$ cat src/rtl/syn_sram_arb.sv
// Round-robin arbiter sharing one 16-bit asynchronous SRAM between NUM_AGENTS requesters.
// Each grant runs one 2-cycle SRAM access (sample in IDLE, strobe in RD/WR); all outputs registered.
module syn_sram_arb #(
    parameter int NUM_AGENTS = 3,
    parameter int ADDR_W     = 18,
    parameter int DATA_W     = 16
) (
    input  logic                           clk_ir,
    input  logic                           rst_il,
    input  logic [NUM_AGENTS-1:0]          agent_req_i,
    input  logic [NUM_AGENTS-1:0]          agent_we_i,
    input  logic [NUM_AGENTS*ADDR_W-1:0]   agent_addr_i,
    input  logic [NUM_AGENTS*DATA_W-1:0]   agent_wdata_i,
    input  logic [NUM_AGENTS*2-1:0]        agent_be_i,
    output logic [NUM_AGENTS-1:0]          agent_ack_o,
    output logic [NUM_AGENTS-1:0]          agent_rd_valid_o,
    output logic [DATA_W-1:0]              agent_rd_data_o,
    output logic [ADDR_W-1:0]              sram_addr_o,
    output logic [DATA_W-1:0]              sram_dq_o,
    output logic                           sram_dq_oe_o,
    input  logic [DATA_W-1:0]              sram_dq_i,
    output logic                           sram_ce_n_o,
    output logic                           sram_we_n_o,
    output logic                           sram_oe_n_o,
    output logic                           sram_lb_n_o,
    output logic                           sram_ub_n_o
);

    localparam int PTR_W = (NUM_AGENTS > 1) ? $clog2(NUM_AGENTS) : 1;

    typedef enum logic [1:0] {
        S_IDLE = 2'd0,
        S_RD   = 2'd1,
        S_WR   = 2'd2
    } state_t;

    state_t r_state;
    state_t w_state_nxt;

    logic [PTR_W-1:0]      r_ptr;
    logic [NUM_AGENTS-1:0] r_gnt;
    logic [NUM_AGENTS-1:0] r_ack;
    logic [NUM_AGENTS-1:0] r_rd_valid;
    logic [DATA_W-1:0]     r_rd_data;
    logic [ADDR_W-1:0]     r_sram_addr;
    logic [DATA_W-1:0]     r_dq;
    logic                  r_dq_oe;
    logic                  r_ce_n;
    logic                  r_we_n;
    logic                  r_oe_n;
    logic                  r_lb_n;
    logic                  r_ub_n;

    logic [PTR_W-1:0]      w_ptr_nxt;
    logic [NUM_AGENTS-1:0] w_gnt_nxt;
    logic [NUM_AGENTS-1:0] w_ack_nxt;
    logic [NUM_AGENTS-1:0] w_rd_valid_nxt;
    logic [DATA_W-1:0]     w_rd_data_nxt;
    logic [ADDR_W-1:0]     w_addr_nxt;
    logic [DATA_W-1:0]     w_dq_nxt;
    logic                  w_dq_oe_nxt;
    logic                  w_ce_n_nxt;
    logic                  w_we_n_nxt;
    logic                  w_oe_n_nxt;
    logic                  w_lb_n_nxt;
    logic                  w_ub_n_nxt;

    logic                  w_found;
    logic [PTR_W-1:0]      w_win;
    logic [NUM_AGENTS-1:0] w_win_oh;
    logic [ADDR_W-1:0]     w_sel_addr;
    logic [DATA_W-1:0]     w_sel_wdata;
    logic [1:0]            w_sel_be;
    logic                  w_sel_we;

    // Search upward from the pointer, wrapping, for the first requesting agent.
    always_comb begin
        w_found = 1'b0;
        w_win   = '0;
        for (int i = 0; i < NUM_AGENTS; i++) begin
            if (!w_found && agent_req_i[(int'(r_ptr) + i) % NUM_AGENTS]) begin
                w_found = 1'b1;
                w_win   = PTR_W'((int'(r_ptr) + i) % NUM_AGENTS);
            end
        end
    end

    assign w_win_oh    = NUM_AGENTS'(1) << w_win;
    assign w_sel_addr  = agent_addr_i[int'(w_win)*ADDR_W +: ADDR_W];
    assign w_sel_wdata = agent_wdata_i[int'(w_win)*DATA_W +: DATA_W];
    assign w_sel_be    = agent_be_i[int'(w_win)*2 +: 2];
    assign w_sel_we    = agent_we_i[w_win];

    always_ff @(posedge clk_ir or negedge rst_il) begin
        if (!rst_il) begin
            r_state <= S_IDLE;
        end else begin
            r_state <= w_state_nxt;
        end
    end

    always_comb begin
        w_state_nxt = S_IDLE;
        case (r_state)
            S_IDLE: begin
                if (w_found) begin
                    w_state_nxt = w_sel_we ? S_WR : S_RD;
                end
            end
            S_RD:    w_state_nxt = S_IDLE;
            S_WR:    w_state_nxt = S_IDLE;
            default: w_state_nxt = S_IDLE;
        endcase
    end

    // Strobes default to inactive, so every access lasts exactly one strobe cycle.
    always_comb begin
        w_ptr_nxt      = r_ptr;
        w_gnt_nxt      = r_gnt;
        w_ack_nxt      = '0;
        w_rd_valid_nxt = '0;
        w_rd_data_nxt  = r_rd_data;
        w_addr_nxt     = r_sram_addr;
        w_dq_nxt       = r_dq;
        w_dq_oe_nxt    = 1'b0;
        w_ce_n_nxt     = 1'b1;
        w_we_n_nxt     = 1'b1;
        w_oe_n_nxt     = 1'b1;
        w_lb_n_nxt     = 1'b1;
        w_ub_n_nxt     = 1'b1;
        case (r_state)
            S_IDLE: begin
                if (w_found) begin
                    w_ptr_nxt  = (w_win == PTR_W'(NUM_AGENTS - 1)) ? '0 : w_win + 1'b1;
                    w_gnt_nxt  = w_win_oh;
                    w_ack_nxt  = w_win_oh;
                    w_addr_nxt = w_sel_addr;
                    w_ce_n_nxt = 1'b0;
                    w_lb_n_nxt = ~w_sel_be[0];
                    w_ub_n_nxt = ~w_sel_be[1];
                    if (w_sel_we) begin
                        w_we_n_nxt  = 1'b0;
                        w_dq_nxt    = w_sel_wdata;
                        w_dq_oe_nxt = 1'b1;
                    end else begin
                        w_oe_n_nxt  = 1'b0;
                    end
                end
            end
            S_RD: begin
                w_rd_data_nxt  = sram_dq_i;
                w_rd_valid_nxt = r_gnt;
            end
            S_WR: begin
            end
            default: begin
            end
        endcase
    end

    always_ff @(posedge clk_ir or negedge rst_il) begin
        if (!rst_il) begin
            r_ptr       <= '0;
            r_gnt       <= '0;
            r_ack       <= '0;
            r_rd_valid  <= '0;
            r_rd_data   <= '0;
            r_sram_addr <= '0;
            r_dq        <= '0;
            r_dq_oe     <= 1'b0;
            r_ce_n      <= 1'b1;
            r_we_n      <= 1'b1;
            r_oe_n      <= 1'b1;
            r_lb_n      <= 1'b1;
            r_ub_n      <= 1'b1;
        end else begin
            r_ptr       <= w_ptr_nxt;
            r_gnt       <= w_gnt_nxt;
            r_ack       <= w_ack_nxt;
            r_rd_valid  <= w_rd_valid_nxt;
            r_rd_data   <= w_rd_data_nxt;
            r_sram_addr <= w_addr_nxt;
            r_dq        <= w_dq_nxt;
            r_dq_oe     <= w_dq_oe_nxt;
            r_ce_n      <= w_ce_n_nxt;
            r_we_n      <= w_we_n_nxt;
            r_oe_n      <= w_oe_n_nxt;
            r_lb_n      <= w_lb_n_nxt;
            r_ub_n      <= w_ub_n_nxt;
        end
    end

    assign agent_ack_o      = r_ack;
    assign agent_rd_valid_o = r_rd_valid;
    assign agent_rd_data_o  = r_rd_data;
    assign sram_addr_o      = r_sram_addr;
    assign sram_dq_o        = r_dq;
    assign sram_dq_oe_o     = r_dq_oe;
    assign sram_ce_n_o      = r_ce_n;
    assign sram_we_n_o      = r_we_n;
    assign sram_oe_n_o      = r_oe_n;
    assign sram_lb_n_o      = r_lb_n;
    assign sram_ub_n_o      = r_ub_n;

endmodule

$ cat config.mk
export PLATFORM = sky130hd
export DESIGN_NAME = syn_sram_arb
export DESIGN_NICKNAME = d
export VERILOG_FILES = /design/src/rtl/syn_sram_arb.sv
export SDC_FILE = /design/constraint.sdc
export NUM_CORES = 1
export LEC_CHECK = 0
export ABC_AREA = 1
export BUFFER_PORTS_ARGS = -buffer_cell sky130_fd_sc_hd__buf_2
export CORE_MARGIN = 2
export CORE_UTILIZATION = 46
export DETAILED_ROUTE_END_ITERATION = 10
export PLACE_DENSITY = 0.89
export SYNTH_ARGS = -nofsm -noshare
export SYNTH_HDL_FRONTEND = slang
export SYNTH_SLANG_ARGS = --single-unit
$ cat constraint.sdc
create_clock -name clk_ir -period 2.6 [get_ports clk_ir]
set_clock_uncertainty 0.15 [all_clocks]
set_input_delay 0.78 -clock clk_ir [delete_from_list [all_inputs] [get_ports clk_ir]]
set_output_delay 0.78 -clock clk_ir [all_outputs]
set_load 0.05 [all_outputs]
Word level (Yosys, flattened, before mapping) --
Index checks and enable logic that the tools add are counted.
Cells by class: $add $sub $neg 3, multipliers 1, div/mod/pow operators 3, $lt $le $gt $ge 4, eq/ne operators 2, shift-type cells 4, muxes and demuxes 38, bitwise gates (word level) 2, reductions and logical operators 7
Operator list (count):
- 32-bit by 4-bit less-than comparator with 1-bit output (second input constant) | 3
- 32-bit by 3-bit modulo with 32-bit output (second input constant) | 2
- 54-bit by 8-bit variable part select with 18-bit output | 1
- 48-bit by 7-bit variable part select with 16-bit output | 1
- 3-bit by 3-bit modulo with 32-bit output (second input constant) | 1
- 1-bit two-way mux | 24
- 2-bit two-way mux | 7
- 3-bit two-way mux | 3
- 1-bit binary-select mux with 2-bit select | 4
- 2-bit by 4-bit multiplier with 6-bit output (second input constant) | 1
- 6-bit by 4-bit variable part select with 2-bit output | 1
- 2-bit by 1-bit adder with 3-bit output (second input constant) | 1
- 2-bit by 2-bit adder with 3-bit output (second input constant) | 1
- 2-bit by 3-bit less-than comparator with 1-bit output (second input constant) | 1
- 3-bit AND reduction | 1
- 1-bit by 2-bit << shifter with 3-bit output (first input constant) | 1
- 2-bit by 1-bit adder with 2-bit output (second input constant) | 1
- 2-bit by 1-bit == test with 1-bit output (second input constant) | 1
- 2-bit == test (second input constant) | 1
- 1-bit logical AND | 2
- 1-bit zero test | 2
- 2-bit zero test | 1
- 1-bit inverter | 2
- 2-bit AND reduction | 1
Storage, ports and cells: flip-flop bits (word level) 69, bits of input ports 132, output and inout bits 62, word-level logic and storage cells 78

Longest topological paths before layout --
word-level depth 16, mapped depth 16, mapped depth without buffers 15

Worst setup path before layout --
Ideal clock, no wire load.
path type input port to flip-flop, start input agent_req_i[2], end register r_dq[10], in the netlist sram_dq_o[10], library setup time 118 ps, arrival 1982 ps, data required time 2332 ps, setup slack 351 ps, stages 12, path buffers 1, cell sequence inv_1 o21ai_1 nand2_4 inv_2 nand2_1 nand3_4 nand2_4 a21oi_1 nor2_4 buf_6 nand2_1 nand2_1
On the way: cells in the longest elaborated chain, start to end 13, elaborated cells on any way between the ends 23, classes of those cells 1 x shift; 17 x mux; 5 x reduce/logical
Ends and longest elaborated chain:
- start: declaration | RTL line 10 | input logic [NUM_AGENTS-1:0] agent_req_i,
- parallel branches: the longest is 13 deep, another holds 48-bit by 7-bit variable part select with 16-bit output
- end signal: assignment | RTL line 183 | r_dq <= w_dq_nxt;
- end: declaration | RTL line 46 | logic [DATA_W-1:0] r_dq;
Parallel ways; which one is timed is not known. The select of a mux whose other input is x is not followed. A chain may end at the register's enable or synchronous reset.

Worst setup path in the final report --
start register r_ptr[0], end register r_dq[13], in the netlist sram_dq_o[13]
On the way: cells in the longest elaborated chain, start to end 14, elaborated cells on any way between the ends 28, classes of those cells 2 x add/sub; 3 x div; 1 x shift; 17 x mux; 5 x reduce/logical
Ends and longest elaborated chain:
- start: declaration | RTL line 40 | logic [PTR_W-1:0] r_ptr;
- start signal: assignment | RTL line 177 | r_ptr <= w_ptr_nxt;
- parallel branches: the longest is 14 deep, another holds 32-bit by 3-bit modulo with 32-bit output
Parallel ways; which one is timed is not known. The select of a mux whose other input is x is not followed.

==> results.md <==
- Yosys top cell area share: 41.70%
- Port Buffer Count: 193
- Levels on crit path: 16
- Crit path DAT: 2.45 ns
- Die X: 93.21 µm
- Synth Instances: 479
- Crit Path Max Fanout: 17
- RR Startpoint: r_ptr[0]
- H-tree levels: 3
- Initial Util: 47.38%
- Total area of sequential cells: 0.001658 mm²
- Fillers: 686
- Max Buffers Root-to-Sink: 2
- YS warnings: 0
- Crit start category: register
- Fmax: 417.4 MHz
- RePlAce Congestion: 0.9687
- Family with the most delay on the worst path: simple AND/OR/NAND/NOR gates
- Worst-path clk slew: 0.06 ns
- Via/cell ratio: 5.092
- Status: finished clean
- GRT Total Usage: 24.04%
- WS Path Type: reg -> reg
- Critical Path Source: r_ptr[0]
- Vias in the first global route: 3603
- Min Tclk post-route: 2.396 ns
- Global-route wire length before repair: 16430 µm
- # DRC: 0
- Synth area leader: dfrtp_1
- Avg Inst Size Synth: 7.643 µm²
- Vias: 3987
- Core ar.: 0.007727 mm²
- Io pins: 194
- WP data required: 2.65 ns
- Total Die Area: 0.008688 mm²
- Crit path top cell by count: nand2_1
- Drt pass-1 iters: 5
- Max cap viols: 0
- Routed WL per cell: 13.82 µm
- Post-Syn Area: 0.003661 mm²
- Count leader, synth: nand2_1
- Setup crit end: sram_dq_o[13]
- Hpwl dp: 8427 µm
- Synth Flop Type: dfrtp_1
- Slew @ Worst Pin: 0.7383 ns
- Distinct cells, synth: 28
- Cts hold-fix bufs: 0
- Layout cell share with drive strength beyond 1: 39.65%
- Pin count of the biggest net entering global routing: 67
- Slowest CP cell: dfrtp_1
- Initial antenna violation count: 0
- Final design area excluding fillers: 0.005051 mm²
- Setup-failing EPs final: 0
- Dpl ws: -0.01043 ns
- Max stage delay on crit path: 0.40 ns
- Num rows: 32
- Reg-to-reg endpoint: sram_dq_o[13]
- Num CTS Buffers: 9
- Synth top area cells: dfrtp_1 (42%), nand2_1 (21%), a21oi_1 (5.2%), mux2_2 (4.9%), dfstp_2 (3.6%)
- Die Span Y: 93.21 µm
- Critical Path End Type: register
- Layout area overhead: 37.97%
- Number of synthesized register bits: 66
- Sequential fraction of the synthesis area: 45.28%
- EDFF count, synth: 0
- Max transition margin: 50.66%
- R2r setup slk: 0.20 ns
- Nets@finish: 812
- CTS tree: built
- Final WS setup: 0.2045 ns
- Final ANT Viol Nets: 0
- Max Slew Vio Count: 0
- Total gr overflow: 0
- Final TNS setup: 0 ns
- Post-synth top cells: nand2_1 (201), dfrtp_1 (61), a21oi_1 (38)
- Multi-input logic area: 0.001789 mm²
- Placed cell areas: 0.004761 mm²
- Worst Hold Class: in -> async
- N_diodes: 0
- Fin. Hold Viols: 0
- Post-Syn Nets: 615
- Routed WL: 10820 µm
- Worst-path cell chain: inv_1 > ha_4 > inv_2 > nor2_1 > nand2_1 > nand2_1 > inv_2 > nand3_1 > nand2_2 > nor2_2 > buf_4 > a21oi_2 > nor2_4 > buf_12 > nand2_1 > nand2_1
- Final cycle utilization of the critical path: 92.14%
- Clock Latency Late Sink: 0.32 ns
- Sink Count: 66
- R2R depth: 16
- Synth async-reset ratio: 100.0%
- Worst path buffer plus inverter count: 5
- Clock root buffer master: clkbuf_8
- DRT iter0 DRCs: 98
## state kept, by name (all words and copies together) (netlist names), 2 cells and up
name	count
agent_ack_o	3
r_ptr	2
agent_rd_data_o	16
agent_rd_valid_o	3
sram_addr_o	18
sram_dq_o	16
## stage by stage
stage          util, %  hold slack (ns)  cells
6_report         65.37           0.3103    783
3_5_place_dp     61.61           0.3226    764
5_1_grt          65.37           0.3284    783
4_1_cts          64.07           0.3225    780
3_3_place_gp     61.61           0.3240    764
2_1_floorplan        -           0.3100    479
## routing by layer
metal / up-vias / global-route usage, % / routed length, µm
met2: 208 / 43.72 / 5525
li1: 1902 / - / -
met4: 0 / 7.843 / 202
met3: 23 / 4.110 / 873
met5: - / 0 / 0
met1: 1854 / 28.85 / 4218
## worst register-to-register path, cell delays in order, from the launching register on
cell and delay (ns):
dfrtp_1 0.40, inv_1 0.17, ha_4 0.26, inv_2 0.09, nor2_1 0.04, nand2_1 0.05
nand2_1 0.13, inv_2 0.12, nand3_1 0.10, nand2_2 0.13, nor2_2 0.06, buf_4 0.13
a21oi_2 0.14, nor2_4 0.06, buf_12 0.15, nand2_1 0.06, nand2_1 0.05
## area by class of cell
type | instances | share of cell area, %
Sequential cell | 66 | 32.82
Inverter | 36 | 2.725
Clock buffer | 14 | 3.022
Tap cell | 102 | 2.527
Clock inverter | 2 | 0.7431
Multi-Input combinational cell | 355 | 35.42
Timing Repair Buffer | 208 | 22.74
## worst min path at each step
stage	startpoint	end	slack [ns]	depth (start not counted)
finish	rst_il	agent_rd_data_o[3]	0.31	2
global route	rst_il	agent_rd_data_o[3]	0.33	2
CTS	rst_il	sram_dq_o[0]	0.32	2
detailed placement	sram_dq_o[7]	sram_dq_o[7]	0.32	2
global placement	sram_dq_o[0]	sram_dq_o[0]	0.32	2
floorplan	r_gnt[2]	agent_rd_valid_o[2]	0.31	2
## cell usage in the layout, fill, tap and decap left out, types with 2 or more instances in the layout
cell type	instances
nand3b_1	16
buf_12	5
o21ai_0	2
o22ai_1	4
a21oi_1	37
dfstp_2	5
buf_2	193
inv_2	7
clkbuf_1	4
ha_4	2
nor2_1	29
buf_4	9
dfrtp_1	61
nand3_1	25
nor2_2	2
mux2_2	16
nor2_4	2
nand2_2	4
inv_1	28
nand2_1	199
clkbuf_8	10
o21ai_1	2
ha_1	2
nand3_2	5
nand2_4	3
## logic make-up after synthesis
family / Yosys count / share of synthesized area [%]
AOI/OAI and AO/OA: 47 / 6.596
adders and majority gates: 4 / 1.367
buffers and inverters: 58 / 7.348
DFF: 66 / 45.28
muxes: 16 / 4.921
and+or+nand+nor: 288 / 34.48
## what timing repair did
item | in CTS | in global routing
pin swaps | 1 | 3
gates resized for setup | 0 | 14
endpoints found under the setup margin | 1 | 43
buffers inserted | 0 | 3
Power is not shown: default switching activity piles up to over one toggle a cycle in this logic, so the estimate is an artifact.
